==> src/rtl/alarm_trigger.sv <==
`default_nettype none
// ============================================================================
// Module      : alarm_trigger
// Description : Latches the committed BCD MM:SS alarm value, matches it against
//               the running time on each 1 Hz tick, and drives ring/blink with
//               a timed ring window, dismiss, and optional snooze
//               (compiled in when ALARM_SNOOZE_EN is defined).
// Revision    : 1.0 - initial release
// ============================================================================
module alarm_trigger #(
  parameter int RING_SECONDS   = 30,
  parameter int SNOOZE_SECONDS = 60
) (
  input  logic        clk,
  input  logic        reset,
  input  logic        enable,
  input  logic        tick_1hz,
  input  logic [15:0] time_bcd,
  input  logic [15:0] alarm_bcd,
  input  logic        alarm_load,
  input  logic        push_c,
  input  logic        push_u,
  output logic        armed,
  output logic        ring,
  output logic        blink,
  output logic        snoozing,
  output logic [7:0]  remain,
  output logic        load_err,
  output logic [15:0] alarm_q
);

  typedef enum logic [1:0] {
    S_IDLE    = 2'd0,
    S_ARMED   = 2'd1,
    S_RINGING = 2'd2
`ifdef ALARM_SNOOZE_EN
    , S_SNOOZE = 2'd3
`endif
  } state_t;

  localparam logic [7:0] C_RING_TICKS = 8'(RING_SECONDS);
`ifdef ALARM_SNOOZE_EN
  localparam logic [7:0] C_SNOOZE_TICKS = 8'(SNOOZE_SECONDS);
`endif

  state_t      r_state;
  state_t      w_next_state;
  logic [7:0]  w_next_remain;
  logic        w_next_blink;
  logic [15:0] w_next_alarm;
  logic        w_next_err;
  logic        w_alarm_valid;
  logic        w_match;
  logic        w_last_tick;

  // Tens digits of minutes and seconds only go up to 5.
  assign w_alarm_valid = (alarm_bcd[15:12] <= 4'd5) && (alarm_bcd[11:8] <= 4'd9) &&
                         (alarm_bcd[7:4]   <= 4'd5) && (alarm_bcd[3:0]  <= 4'd9);
  assign w_match       = tick_1hz && (time_bcd == alarm_q);
  assign w_last_tick   = (remain <= 8'd1);

  always_comb begin
    w_next_state  = r_state;
    w_next_remain = remain;
    w_next_blink  = blink;
    w_next_alarm  = alarm_q;
    w_next_err    = 1'b0;
    if (!enable) begin
      w_next_state  = S_IDLE;
      w_next_remain = 8'd0;
      w_next_blink  = 1'b0;
    end else if (alarm_load) begin
      // A rejected load consumes the cycle: nothing else changes.
      if (w_alarm_valid) begin
        w_next_alarm  = alarm_bcd;
        w_next_state  = S_ARMED;
        w_next_remain = 8'd0;
        w_next_blink  = 1'b0;
      end else begin
        w_next_err = 1'b1;
      end
    end else begin
      case (r_state)
        S_ARMED: begin
          if (w_match) begin
            w_next_state  = S_RINGING;
            w_next_remain = C_RING_TICKS;
            w_next_blink  = 1'b1;
          end
        end
        S_RINGING: begin
          if (push_c) begin
            w_next_state  = S_ARMED;
            w_next_remain = 8'd0;
            w_next_blink  = 1'b0;
          end
`ifdef ALARM_SNOOZE_EN
          else if (push_u) begin
            w_next_state  = S_SNOOZE;
            w_next_remain = C_SNOOZE_TICKS;
            w_next_blink  = 1'b0;
          end
`endif
          else if (tick_1hz) begin
            if (w_last_tick) begin
              w_next_state  = S_ARMED;
              w_next_remain = 8'd0;
              w_next_blink  = 1'b0;
            end else begin
              w_next_remain = remain - 8'd1;
              w_next_blink  = ~blink;
            end
          end
        end
`ifdef ALARM_SNOOZE_EN
        S_SNOOZE: begin
          if (push_c) begin
            w_next_state  = S_ARMED;
            w_next_remain = 8'd0;
          end else if (tick_1hz) begin
            if (w_last_tick) begin
              w_next_state  = S_RINGING;
              w_next_remain = C_RING_TICKS;
              w_next_blink  = 1'b1;
            end else begin
              w_next_remain = remain - 8'd1;
            end
          end
        end
`endif
        default: ;
      endcase
    end
  end

`ifdef ALARM_SNOOZE_EN
  logic r_snoozing;
  assign snoozing = r_snoozing;
`else
  logic w_unused_snooze;
  assign w_unused_snooze = push_u ^ SNOOZE_SECONDS[0];
  assign snoozing        = 1'b0;
`endif

  // Status flags are decoded from the next state so they register with it.
  always_ff @(posedge clk or posedge reset) begin
    if (reset) begin
      r_state    <= S_IDLE;
      remain     <= 8'd0;
      blink      <= 1'b0;
      armed      <= 1'b0;
      ring       <= 1'b0;
      load_err   <= 1'b0;
      alarm_q    <= 16'd0;
`ifdef ALARM_SNOOZE_EN
      r_snoozing <= 1'b0;
`endif
    end else begin
      r_state    <= w_next_state;
      remain     <= w_next_remain;
      blink      <= w_next_blink;
      armed      <= (w_next_state != S_IDLE);
      ring       <= (w_next_state == S_RINGING);
      load_err   <= w_next_err;
      alarm_q    <= w_next_alarm;
`ifdef ALARM_SNOOZE_EN
      r_snoozing <= (w_next_state == S_SNOOZE);
`endif
    end
  end

endmodule
`default_nettype wire

==> config.mk <==
export PLATFORM = sky130hd
export DESIGN_NAME = alarm_trigger
export DESIGN_NICKNAME = d
export VERILOG_FILES = /design/src/rtl/alarm_trigger.sv
export SDC_FILE = /design/constraint.sdc
export NUM_CORES = 1
export LEC_CHECK = 0
export BUFFER_PORTS_ARGS = -buffer_cell sky130_fd_sc_hd__buf_2
export CORE_AREA = 3 3 63 65
export CTS_BUF_LIST = sky130_fd_sc_hd__clkbuf_8
export DETAILED_ROUTE_END_ITERATION = 8
export DIE_AREA = 0 0 66 68
export PLACE_DENSITY = 0.81
export SETUP_SLACK_MARGIN = 0.1
export SLEW_MARGIN = 30
export SYNTH_ARGS = -nofsm -noshare
export SYNTH_HDL_FRONTEND = slang
export SYNTH_SLANG_ARGS = --single-unit
export TNS_END_PERCENT = 30
==> constraint.sdc <==
create_clock -name clk -period 2 [get_ports clk]
set_input_delay 0.3 -clock clk [delete_from_list [all_inputs] [get_ports clk]]
set_output_delay 0.3 -clock clk [all_outputs]
set_load 0.01 [all_outputs]
* Word-level counts from Yosys, hierarchy flattened *
Cells that the tools add are included.

storage, ports and cells
  memory bits (read-only) = 0
  output and inout port bits = 29
  bits in writable memories = 0
  logic and storage cells = 56
  bits in latches = 0
  bits of input ports = 39
  register bits = 30
  memories = 0

cells by class
  order comparisons = 5
  bitwise logic cells = 1
  multiplexer cells = 27
  reductions and logical operators = 7
  multipliers = 0
  equal/unequal tests = 8
  divide/modulo/power cells = 0
  shift-type cells = 0
  $add $sub $neg = 1

operators with widths
  cell                                                 number
  2-to-1 mux 8 bit                                     7
  equality test 16 bit                                 1
  one-hot mux 8 bit (2 select lines)                   1
  2-to-1 mux 2 bit                                     7
  2-to-1 mux 1 bit                                     10
  <= comparator 4 x 3 -> 1 bit, second input constant  2
  <= comparator 4 bit, second input constant           2
  <= comparator 8 x 1 -> 1 bit, second input constant  1
  subtractor 8 x 1 -> 8 bit, second input constant     1
  != test 5 bit, second input constant                 1
  equality test 2 bit, second input constant           2
  logical AND 1 bit                                    4
  != test 4 x 1 -> 1 bit, second input constant        1
  != test 4 bit, second input constant                 1
  one-hot mux 2 bit (2 select lines)                   1
  AND reduction 4 bit                                  1
  != test 3 x 2 -> 1 bit, second input constant        1
  AND reduction 3 bit                                  1
  equality test 2 x 1 -> 1 bit, second input constant  1
  one-hot mux 1 bit (2 select lines)                   1
  nonzero test 2 bit                                   1
  inverter 1 bit                                       1

* Logic depth before layout (Yosys ltp) *
Gate-level depths: netlist of run 1.

  depth after elaboration = 8
  gate-level depth with buffers = 9
  gate-level depth less buffers = 8

* Least setup slack after synthesis of run 1 *
OpenSTA, ideal clock, no wires.

  path type = register to register
  from = register r_state[0]
  to = register remain[3]
  buffers on the path = 1
  path slack = 214 ps
  data arrival time = 1690 ps
  required time = 1905 ps
  setup time = 95 ps
  period minus slack after synthesis = 1786 ps
  stages on the path, launching flop included = 10
  cells stage by stage = dfrtp_1 -> inv_1 -> ha_1 -> or3b_1 -> a21oi_2 -> nor2_1 -> a21oi_2 -> buf_6 -> o21ai_1 -> o31ai_1

between the ends
  word-level cells in the longest chain between the ends = 4
  elaborated cells between the ends (all ways) = 9
  those cells by class = 5 x eq/ne; 3 x mux; 1 x reduce/logical

RTL lines
  what                                                                        RTL line  text
  start: declaration                                                          46        state_t r_state;
  start signal: assignment                                                    159       r_state <= w_next_state;
  equality test 2 bit / equality test 2 x 1 -> 1 bit (equally long branches)  83        case (r_state)
  one-hot mux 8 bit (2 select lines)                                          83
  2-to-1 mux 8 bit                                                            72        end else if (alarm_load) begin
  2-to-1 mux 8 bit                                                            68        if (!enable) begin
  end signal: assignment                                                      160       remain <= w_next_remain;
  end: declaration                                                            27        output logic [7:0] remain,

Parallel ways exist; a longest one is shown, timed or not.
A chain may end at the register's enable or synchronous reset.

* Worst setup path in the final report of run 1 *
  from = register r_state[0]
  to = register remain[7]

Same word-level chain as after synthesis.

==> flow_metrics.tcl, run 1 <==
set metrics [dict create \
    outcome "finished, final reports clean" \
    clk_latency_ps 280 \
    start_util_pct 50.6 \
    path_class "flop to flop" \
    ir_drop_uv 629 \
    core_mm2 0.00339 \
    area_growth_pct 35.3 \
    ys_warn_count 0 \
    drv_slew 0 \
    cp-endpoint "remain[7]" \
    groute.usage.overall_pct 20.0 \
    maxCapViolCount 0 \
    fin_nets 295 \
    cts_root_buf "clkbuf_8" \
    ys_seq_elements 30 \
    yosys.area.top_type_share_pct 43.8 \
    io_buffers 65 \
    p_total_mw 1.68 \
    netlist_area_mm2 0.00172 \
    drc 0 \
    cp-end-kind "flop" \
    grt_pass1_vias 1556 \
    setup_viol 0 \
    rr_worst_depth 9 \
    postSynthAreaPerCell_um2 10.1 \
    start_kind "flop" \
    synthTopCellsByArea "dfrtp_1 44%, mux2_1 9.2%, xor2_1 5.6%" \
    whs_ps 81.3 \
    cts.htree.levels 2 \
    leakage_nw 1.19 \
    post_dp_cell_area_mm2 0.00214 \
    grt_pass1_wl_mm 6.88 \
    synth_ff_type "dfrtp_1" \
    detail-route-antenna-nets 0 \
    grt.overflow.total 0 \
    fin_area_mm2 0.00232 \
    vias_per_cell 5.35 \
    cts_tree "yes" \
    finalWirelength_mm 4.17 \
    reg2reg_from "r_state[0]" \
    cts_hold_buffers 0 \
    rrSetupSlack_ps 110 \
    r2r-end "remain[7]" \
    synth_top_area_cell "dfrtp_1" \
    period_share_pct 94.7 \
    die-area_mm2 0.00449 \
    critPathMaxFanout 5 \
    fin_tns_setup_ps 0 \
    fillers 265 \
    path_clk_slew_ps 60 \
    gp_congestion 0.904 \
    pin_count 68 \
    synthCells 170 \
    num_rows 21 \
    dp_hpwl_mm 3.22 \
    startpoint "r_state[0]" \
    worst_slack_ps 106 \
    firstDrtPassIters 4 \
    place_ws_ps 22.5 \
    diodes 0 \
    final_util_pct 68.5 \
    syn_nets 213 \
    drive_gt1_share_pct 41.5 \
    critical_path_arrival_ps 2080 \
    post_drt_wl_per_cell_um 13.9 \
    seq_area_frac_synth_pct 43.8 \
    worst_ep_required_time_ps 2190 \
    rsz0062_at_grt "true" \
    num_vias 1600 \
    p_per_area_mw_per_mm2 723 \
    min_path_type "primary input to asynchronous set/reset pin" \
    grt_max_degree 31 \
    synth_edf_count 0 \
    placed_cells 287 \
    cts_buffer_depth 2 \
    die_x_um 66 \
    dieHeight_um 68 \
    antenna_found_initial 0 \
    cts_num_sinks 30 \
    layout.cells.non_filler 299 \
    min_period_ps 1890 \
    async_flop_share_pct 100 \
    synth_cell_types 39 \
    drtIter0Drc 104 \
    numCtsBuffers 5 \
    fmax_mhz 528 \
    skew_ps 2.93 \
    hold_violations 0 \
]
sequential cells by signal, summed over array words and instances (netlist names):
signal,flops
alarm_q,16
armed,1
blink,1
load_err,1
r_state,2
remain,8
ring,1
cell families (layout without fill, tap and decap cells):
kind of cell,after synthesis,count (layout),synth area share (%)
and+or+nand+nor,53,53,17.2
AOI/OAI and AO/OA,39,39,14.8
DFF,30,30,43.8
xor gates and xnor gates,16,16,8.17
muxes,14,14,9.19
buffers and inverters,13,96,3.72
adders and majority gates,4,4,2.92
other,1,1,0.219
per-layer routing:
| layer | part of all wire (%) | track usage [%] | up-vias |
|---|---|---|---|
| met3 | 8.9 | 6.24 | 5 |
| met5 | 0 | 0 | - |
| met4 | 1.1 | 6.60 | 0 |
| met1 | 41 | 23.9 | 758 |
| met2 | 49 | 34.4 | 69 |
| li1 | - | - | 768 |
cell usage in the layout, fill, tap and decap left out, drive strengths merged, types with 2 or more instances in the layout:
master | netlist | final
buf | 3 | 78
dfrtp | 30 | 30
mux2 | 14 | 14
o21ai | 14 | 14
nor2 | 13 | 13
xor2 | 11 | 11
inv | 10 | 11
nand2 | 7 | 7
nor3 | 7 | 7
nand3 | 6 | 6
clkbuf | 0 | 6
a31oi | 6 | 6
nand2b | 5 | 5
xnor2 | 5 | 5
nor2b | 4 | 4
o31ai | 4 | 4
ha | 4 | 4
a21oi | 4 | 4
a21o | 3 | 3
nand4 | 2 | 2
nor4 | 2 | 2
a41oi | 2 | 2
a211oi | 2 | 2
or2 | 2 | 2
and3 | 2 | 2
what timing repair did:
action                     CTS  global route
setup buffers                2             2
resized for setup            5             9
pin swaps                    2             7
setup endpoints to repair    8            11
worst max-delay path, cell delays in order (launching register included):
cell	delay [ps]
dfrtp_1	410
inv_2	100
ha_4	130
or3b_1	350
a21oi_2	160
nor2_1	70
a21oi_2	270
buf_4	200
o21ai_2	50
o31ai_1	60
area by class of cell:
type | count | area (um^2) | area share [%]
clock inverters | 2 | 8.76 | 0.377
well taps | 46 | 57.6 | 2.48
flip-flops and latches | 30 | 752 | 32.4
repair buffers | 78 | 427 | 18.4
clock buffers | 6 | 82.6 | 3.56
inverters | 10 | 37.5 | 1.62
multi-input cells | 127 | 956 | 41.2
synth_stat cells, types with 3 or more instances:
cell	instances
nor3_1	5
nor2b_1	4
nand2_1	7
nand3_1	6
a31oi_1	6
ha_1	4
xor2_1	11
a21o_1	3
dfrtp_1	30
o21ai_1	12
nor2_1	12
inv_1	10
xnor2_1	5
mux2_1	14
o31ai_1	4
nand2b_1	5
worst min-delay path by stage:
stage | end | slack (ps) | depth (start not counted)
after detailed placement | load_err | 400 | 3
final | load_err | 80 | 3
after CTS | load_err | 90 | 3
after floorplan | alarm_q[0] | 390 | 1
after global routing | alarm_q[7] | 120 | 3
after global placement | load_err | 390 | 3
where the power goes:
| group | leakage (nW) | switching [mW] | internal (mW) | total (mW) |
|---|---|---|---|---|
| clock network | 0.0524 | 0.223 | 0.272 | 0.495 |
| registers | 0.396 | 0.0653 | 0.681 | 0.746 |
| logic | 0.737 | 0.227 | 0.210 | 0.437 |
| total | 1.19 | 0.515 | 1.16 | 1.68 |
(Power assumes the default switching activity.)
==> run 2, diff against run 1 <==
--- a/config.mk
+++ b/config.mk
@@ -6,11 +6,11 @@
 export NUM_CORES = 1
 export LEC_CHECK = 0
 export BUFFER_PORTS_ARGS = -buffer_cell sky130_fd_sc_hd__buf_2
-export CORE_AREA = 3 3 63 65
+export CORE_AREA = 3 3 61 63
 export CTS_BUF_LIST = sky130_fd_sc_hd__clkbuf_8
 export DETAILED_ROUTE_END_ITERATION = 8
-export DIE_AREA = 0 0 66 68
-export PLACE_DENSITY = 0.81
+export DIE_AREA = 0 0 64 66
+export PLACE_DENSITY = 0.86
 export SETUP_SLACK_MARGIN = 0.1
 export SLEW_MARGIN = 30
 export SYNTH_ARGS = -nofsm -noshare
==> constraint.sdc (replaced) <==
create_clock -name clk -period 2.3 [get_ports clk]
set_input_delay 0.345 -clock clk [delete_from_list [all_inputs] [get_ports clk]]
set_output_delay 0.345 -clock clk [all_outputs]
set_load 0.01 [all_outputs]
==> run 2 against run 1 <==
  * Clock skew increased by 3.4 ps
  * Via count shrank 3.8%
  * Combinational power fell by 20%
  * Power down 11%
  * Die area shrank 5.9%
  * Critical path depth did not move
  * Critical path type unchanged
  * Flip-flop and latch count did not move
  * Count of clock-buffer cells in the layout is 1 lower
==> flow_metrics.tcl, run 2 (synthesis gave the netlist of run 1 again) <==
set metrics [dict create \
    outcome "finished, final reports clean" \
    busiest_layer "met2" \
    cts_root_buf "clkbuf_8" \
    hold_violations 0 \
    cts_tree "yes" \
    dp_hpwl_mm 3.09 \
    grt_max_degree 31 \
    crit_buf_inv 2 \
    pin_count 68 \
    cts.htree.levels 2 \
    largest_register "alarm_q" \
    area_growth_pct 28.3 \
    die-area_mm2 0.00422 \
    min_path_type "primary input to asynchronous set/reset pin" \
    skew_ps 6.35 \
    reg2reg_from "r_state[0]" \
    io_buffers 65 \
    firstDrtPassIters 4 \
    setup_viol 0 \
    cts_setup_buffers 0 \
    gp_congestion 0.885 \
    fmax_mhz 493 \
    r2r-end "blink" \
    startpoint "r_state[0]" \
    critPathMaxFanout 13 \
    post_cts_resized 0 \
    critPathTopFamily "compound AO/OA/AOI/OAI gates" \
    antenna_found_initial 0 \
    grt.overflow.total 0 \
    post_drt_wl_per_cell_um 13.5 \
    drc 0 \
    grt_pass1_vias 1541 \
    path_class "flop to flop" \
    period_share_pct 88.2 \
    cp_num_cells 9 \
    start_kind "flop" \
    drive_gt1_share_pct 34.2 \
    path_cells "inv_1 > ha_1 > or3b_1 > a21oi_2 > nor2_1 > a21oi_2 > buf_4 > a211oi_1 > a21o_1" \
    leakage_nw 1.14 \
    drv_slew 0 \
    groute.usage.overall_pct 20.7 \
    cp-endpoint "blink" \
    core_mm2 0.00328 \
    cp_slowest_stage_delay_ps 400 \
    num_rows 21 \
    crit_top_cell "a21oi_2" \
    path_clk_slew_ps 60 \
    finalWirelength_mm 3.91 \
    largest_reg_flops 16 \
    drtIter0Drc 117 \
    numCtsBuffers 5 \
    cp-end-kind "flop" \
    detail-route-antenna-nets 0 \
    cts_hold_buffers 0 \
    rrSetupSlack_ps 270 \
    rr_worst_depth 9 \
    ir_drop_uv 471 \
    diodes 0 \
    min_period_ps 2030 \
    start_util_pct 52.2 \
    place_ws_ps 284 \
    clk_latency_ps 280 \
    grtUsageMet2_pct 35.1 \
    die_x_um 64 \
    post_dp_cell_area_mm2 0.00209 \
    maxCapViolCount 0 \
    worst_ep_required_time_ps 2470 \
    cp_slowest_cell "dfrtp_1" \
    final_util_pct 67.0 \
    cts_buffer_depth 2 \
    grt_pass1_wl_mm 6.73 \
    fin_nets 285 \
    cts_num_sinks 30 \
    num_vias 1540 \
    p_per_area_mw_per_mm2 681 \
    rsz0062_at_grt "false" \
    dieHeight_um 66 \
    grt_util_met1_pct 24.3 \
    critical_path_arrival_ps 2200 \
    biggestRegsByFlops "alarm_q (16), remain (8), r_state (2)" \
    fin_tns_setup_ps 0 \
    worst_slack_ps 271 \
    final_cell_mix "65 x buf_2, 30 x dfrtp_1, 14 x mux2_1" \
    final_common_cell "buf_2" \
    grt_use_met3_pct 6.80 \
    fin_area_mm2 0.00220 \
    vias_per_cell 5.33 \
]
[run 2: changes by cell type in the layout (fill, tap and decap cells not counted), sizes merged]
cell	delta
bufinv	+1
clkinv	-1
inv	+1
buf	-10
clkbuf	-1
[run 2: worst min path at each step]
stage	end	slack [ps]	from	depth (start not counted)
5_1_grt	remain[0]	160	reset	3
2_1_floorplan	alarm_q[0]	440	reset	1
3_5_place_dp	remain[6]	440	reset	3
6_report	remain[6]	130	reset	3
4_1_cts	remain[6]	130	reset	3
3_3_place_gp	remain[5]	440	reset	3
[run 2: final cells by class]
class / instances / area [um^2]
Fill cell: 283 / 1080
Multi-Input combinational cell: 127 / 901
Sequential cell: 30 / 751
Timing Repair Buffer: 68 / 348
Clock buffer: 5 / 68.8
Tap cell: 46 / 57.6
Clock inverter: 3 / 37.5
Inverter: 10 / 37.5
[run 2: through the flow]
step	std cells	total power, mW	hold slack, ps
floorplan	170	0.863	436
global placement	281	0.996	437
detailed placement	281	1.01	440
CTS	289	1.52	132
global route	289	1.59	160
finish	289	1.50	125
[run 2: worst reg2reg max path: cells and delay by family (launching register included)]
kind                       cells  cell delay (ps)
adders and majority gates      1              260
AOI/OAI and AO/OA              4              500
DFF                            1              400
buffers and inverters          2              300
and+or+nand+nor                2              450
[run 2: routing by layer]
metal	vias to the layer above	part of all wire, %
met5	-	0
met4	0	1.3
met3	6	7.3
met2	63	50
met1	722	41
li1	749	-
[run 2: power breakdown]
part           switching [mW]  internal (mW)
combinational           0.184          0.163
clock                   0.187          0.314
sequential             0.0574          0.592
==> run 3, diff against run 2 <==
--- a/config.mk
+++ b/config.mk
@@ -6,10 +6,12 @@
 export NUM_CORES = 1
 export LEC_CHECK = 0
 export BUFFER_PORTS_ARGS = -buffer_cell sky130_fd_sc_hd__buf_2
-export CORE_AREA = 3 3 61 63
+export CELL_PAD_IN_SITES_DETAIL_PLACEMENT = 2
+export CELL_PAD_IN_SITES_GLOBAL_PLACEMENT = 2
+export CORE_AREA = 3 3 78 80
 export CTS_BUF_LIST = sky130_fd_sc_hd__clkbuf_8
 export DETAILED_ROUTE_END_ITERATION = 8
-export DIE_AREA = 0 0 64 66
+export DIE_AREA = 0 0 81 83
 export PLACE_DENSITY = 0.86
 export SETUP_SLACK_MARGIN = 0.1
 export SLEW_MARGIN = 30
==> run 3 against run 2 <==
  * Sequential share of layout area is 0.96 points lower
  * First-iteration DRC count fell by 70%
  * Clock power is 13% lower
  * Flip-flop and latch count is the same
  * Non-clock buffer count grew 4
  * Critical path depth fell by 1
  * Hold slack improved by 5.6 ps
  * Count of clock-buffer cells in the layout did not move
  * Utilization shrank 26 points
  * Register-to-register slack worse by 40 ps
  * Highest routed layer unchanged
==> flow_metrics.tcl, run 3 (synthesis gave the netlist of run 1 again) <==
set metrics [dict create \
    fin_tns_setup_ps 0 \
    largest_register "alarm_q" \
    post_dp_cell_area_mm2 0.00217 \
    r2r-end "remain[7]" \
    firstDrtPassIters 4 \
    grt_pass1_wl_mm 9.69 \
    detail-route-antenna-nets 0 \
    final_cell_mix "65 x buf_2, 30 x dfrtp_1, 14 x mux2_1" \
    post_drt_wl_per_cell_um 18.3 \
    final_util_pct 41.4 \
    num_vias 1633 \
    finalWirelength_mm 5.85 \
    grt.overflow.total 0 \
    die-area_mm2 0.00672 \
    cts.htree.levels 2 \
    dp_hpwl_mm 4.46 \
    numCtsBuffers 5 \
    p_per_area_mw_per_mm2 653 \
    placed_cells 311 \
    fmax_mhz 483 \
    fillers 647 \
    whs_ps 131 \
    drv_slew 0 \
    fin_area_mm2 0.00226 \
    crit_buf_inv 2 \
    cp_slowest_stage_delay_ps 390 \
    die_x_um 81 \
    cts_num_sinks 30 \
    cts_tree "yes" \
    start_kind "flop" \
    worst_ep_required_time_ps 2500 \
    skew_ps 10.7 \
    drive_gt1_share_pct 36.4 \
    area_growth_pct 32.0 \
    cts_hold_buffers 0 \
    path_cells "inv_1 > ha_1 > inv_1 > nand3_1 > or2_2 > o21ai_0 > nand2b_1 > o31ai_2" \
    cts_buffer_depth 2 \
    cts_root_buf "clkbuf_8" \
    min_path_type "primary input to asynchronous set/reset pin" \
    grt_max_degree 31 \
    largest_reg_flops 16 \
    fin_nets 289 \
    antenna_found_initial 0 \
    rsz0062_at_grt "true" \
    io_buffers 65 \
    grt_pass1_vias 1889 \
    core_mm2 0.00547 \
    cts_setup_buffers 0 \
    leakage_nw 1.15 \
    groute.usage.overall_pct 19.0 \
    drtIter0Drc 35 \
    biggestRegsByFlops "alarm_q (16), remain (8), r_state (2)" \
    num_rows 27 \
    diodes 0 \
    crit_top_cell "inv_1" \
    cp_slowest_cell "dfrtp_1" \
    dieHeight_um 83 \
    ir_drop_uv 348 \
    clk_latency_ps 290 \
    critical_path_arrival_ps 2270 \
    min_period_ps 2070 \
    hold_violations 0 \
    cp-end-kind "flop" \
    path_clk_slew_ps 80 \
    maxCapViolCount 0 \
    drc 0 \
    final_common_cell "buf_2" \
    critPathTopFamily "simple AND/OR/NAND/NOR gates" \
    pin_count 68 \
    setup_viol 0 \
    critPathMaxFanout 4 \
    rr_worst_depth 8 \
    outcome "finished, final reports clean" \
    p_total_mw 1.48 \
    period_share_pct 90.1 \
    layout.cells.non_filler 319 \
    worst_slack_ps 228 \
    gp_congestion 0.826 \
    vias_per_cell 5.12 \
    rrSetupSlack_ps 230 \
    place_ws_ps 260 \
    reg2reg_from "r_state[0]" \
    path_class "flop to flop" \
    start_util_pct 31.3 \
]
[run 3: cell type report]
| cell class | instances | area, um^2 | area share [%] |
|---|---|---|---|
| Multi-Input combinational cell | 127 | 906 | 40.0 |
| Sequential cell | 30 | 751 | 33.1 |
| Timing Repair Buffer | 72 | 390 | 17.2 |
| Tap cell | 72 | 90.1 | 3.98 |
| Clock buffer | 5 | 68.8 | 3.04 |
| Inverter | 10 | 37.5 | 1.66 |
| Clock inverter | 3 | 21.3 | 0.939 |
[run 3: repair_timing]
action                                  CTS  global route
resized for setup                         0             1
hold endpoints to repair                  0             0
endpoints found under the setup margin    0             3
[run 3: where the power goes]
group,internal [mW],switching [mW]
Sequential,0.591,0.0652
Clock,0.212,0.223
Combinational,0.173,0.214
[run 3: worst reg2reg max path: stages, from the launching register on]
cell and delay [ps]:
dfrtp_1 390, inv_1 100, ha_1 340, inv_1 90
nand3_1 140, or2_2 330, o21ai_0 150, nand2b_1 170
o31ai_2 250
[run 3: worst max-delay path by stage]
stage,start,end,cells past startpoint
2_1_floorplan,r_state[0],remain[3],9
3_3_place_gp,r_state[0],remain[7],8
3_5_place_dp,r_state[0],remain[7],8
4_1_cts,r_state[0],remain[7],8
5_1_grt,r_state[0],remain[1],9
6_report,r_state[0],remain[7],8
[run 3: layer usage]
layer / GRT usage [%] / vias to the layer above / part of all wire [%]
met5: 0 / - / 0
met4: 5.99 / 0 / 2.0
met3: 6.40 / 10 / 6.5
met2: 33.4 / 55 / 52
met1: 21.1 / 814 / 39
li1: - / 754 / -
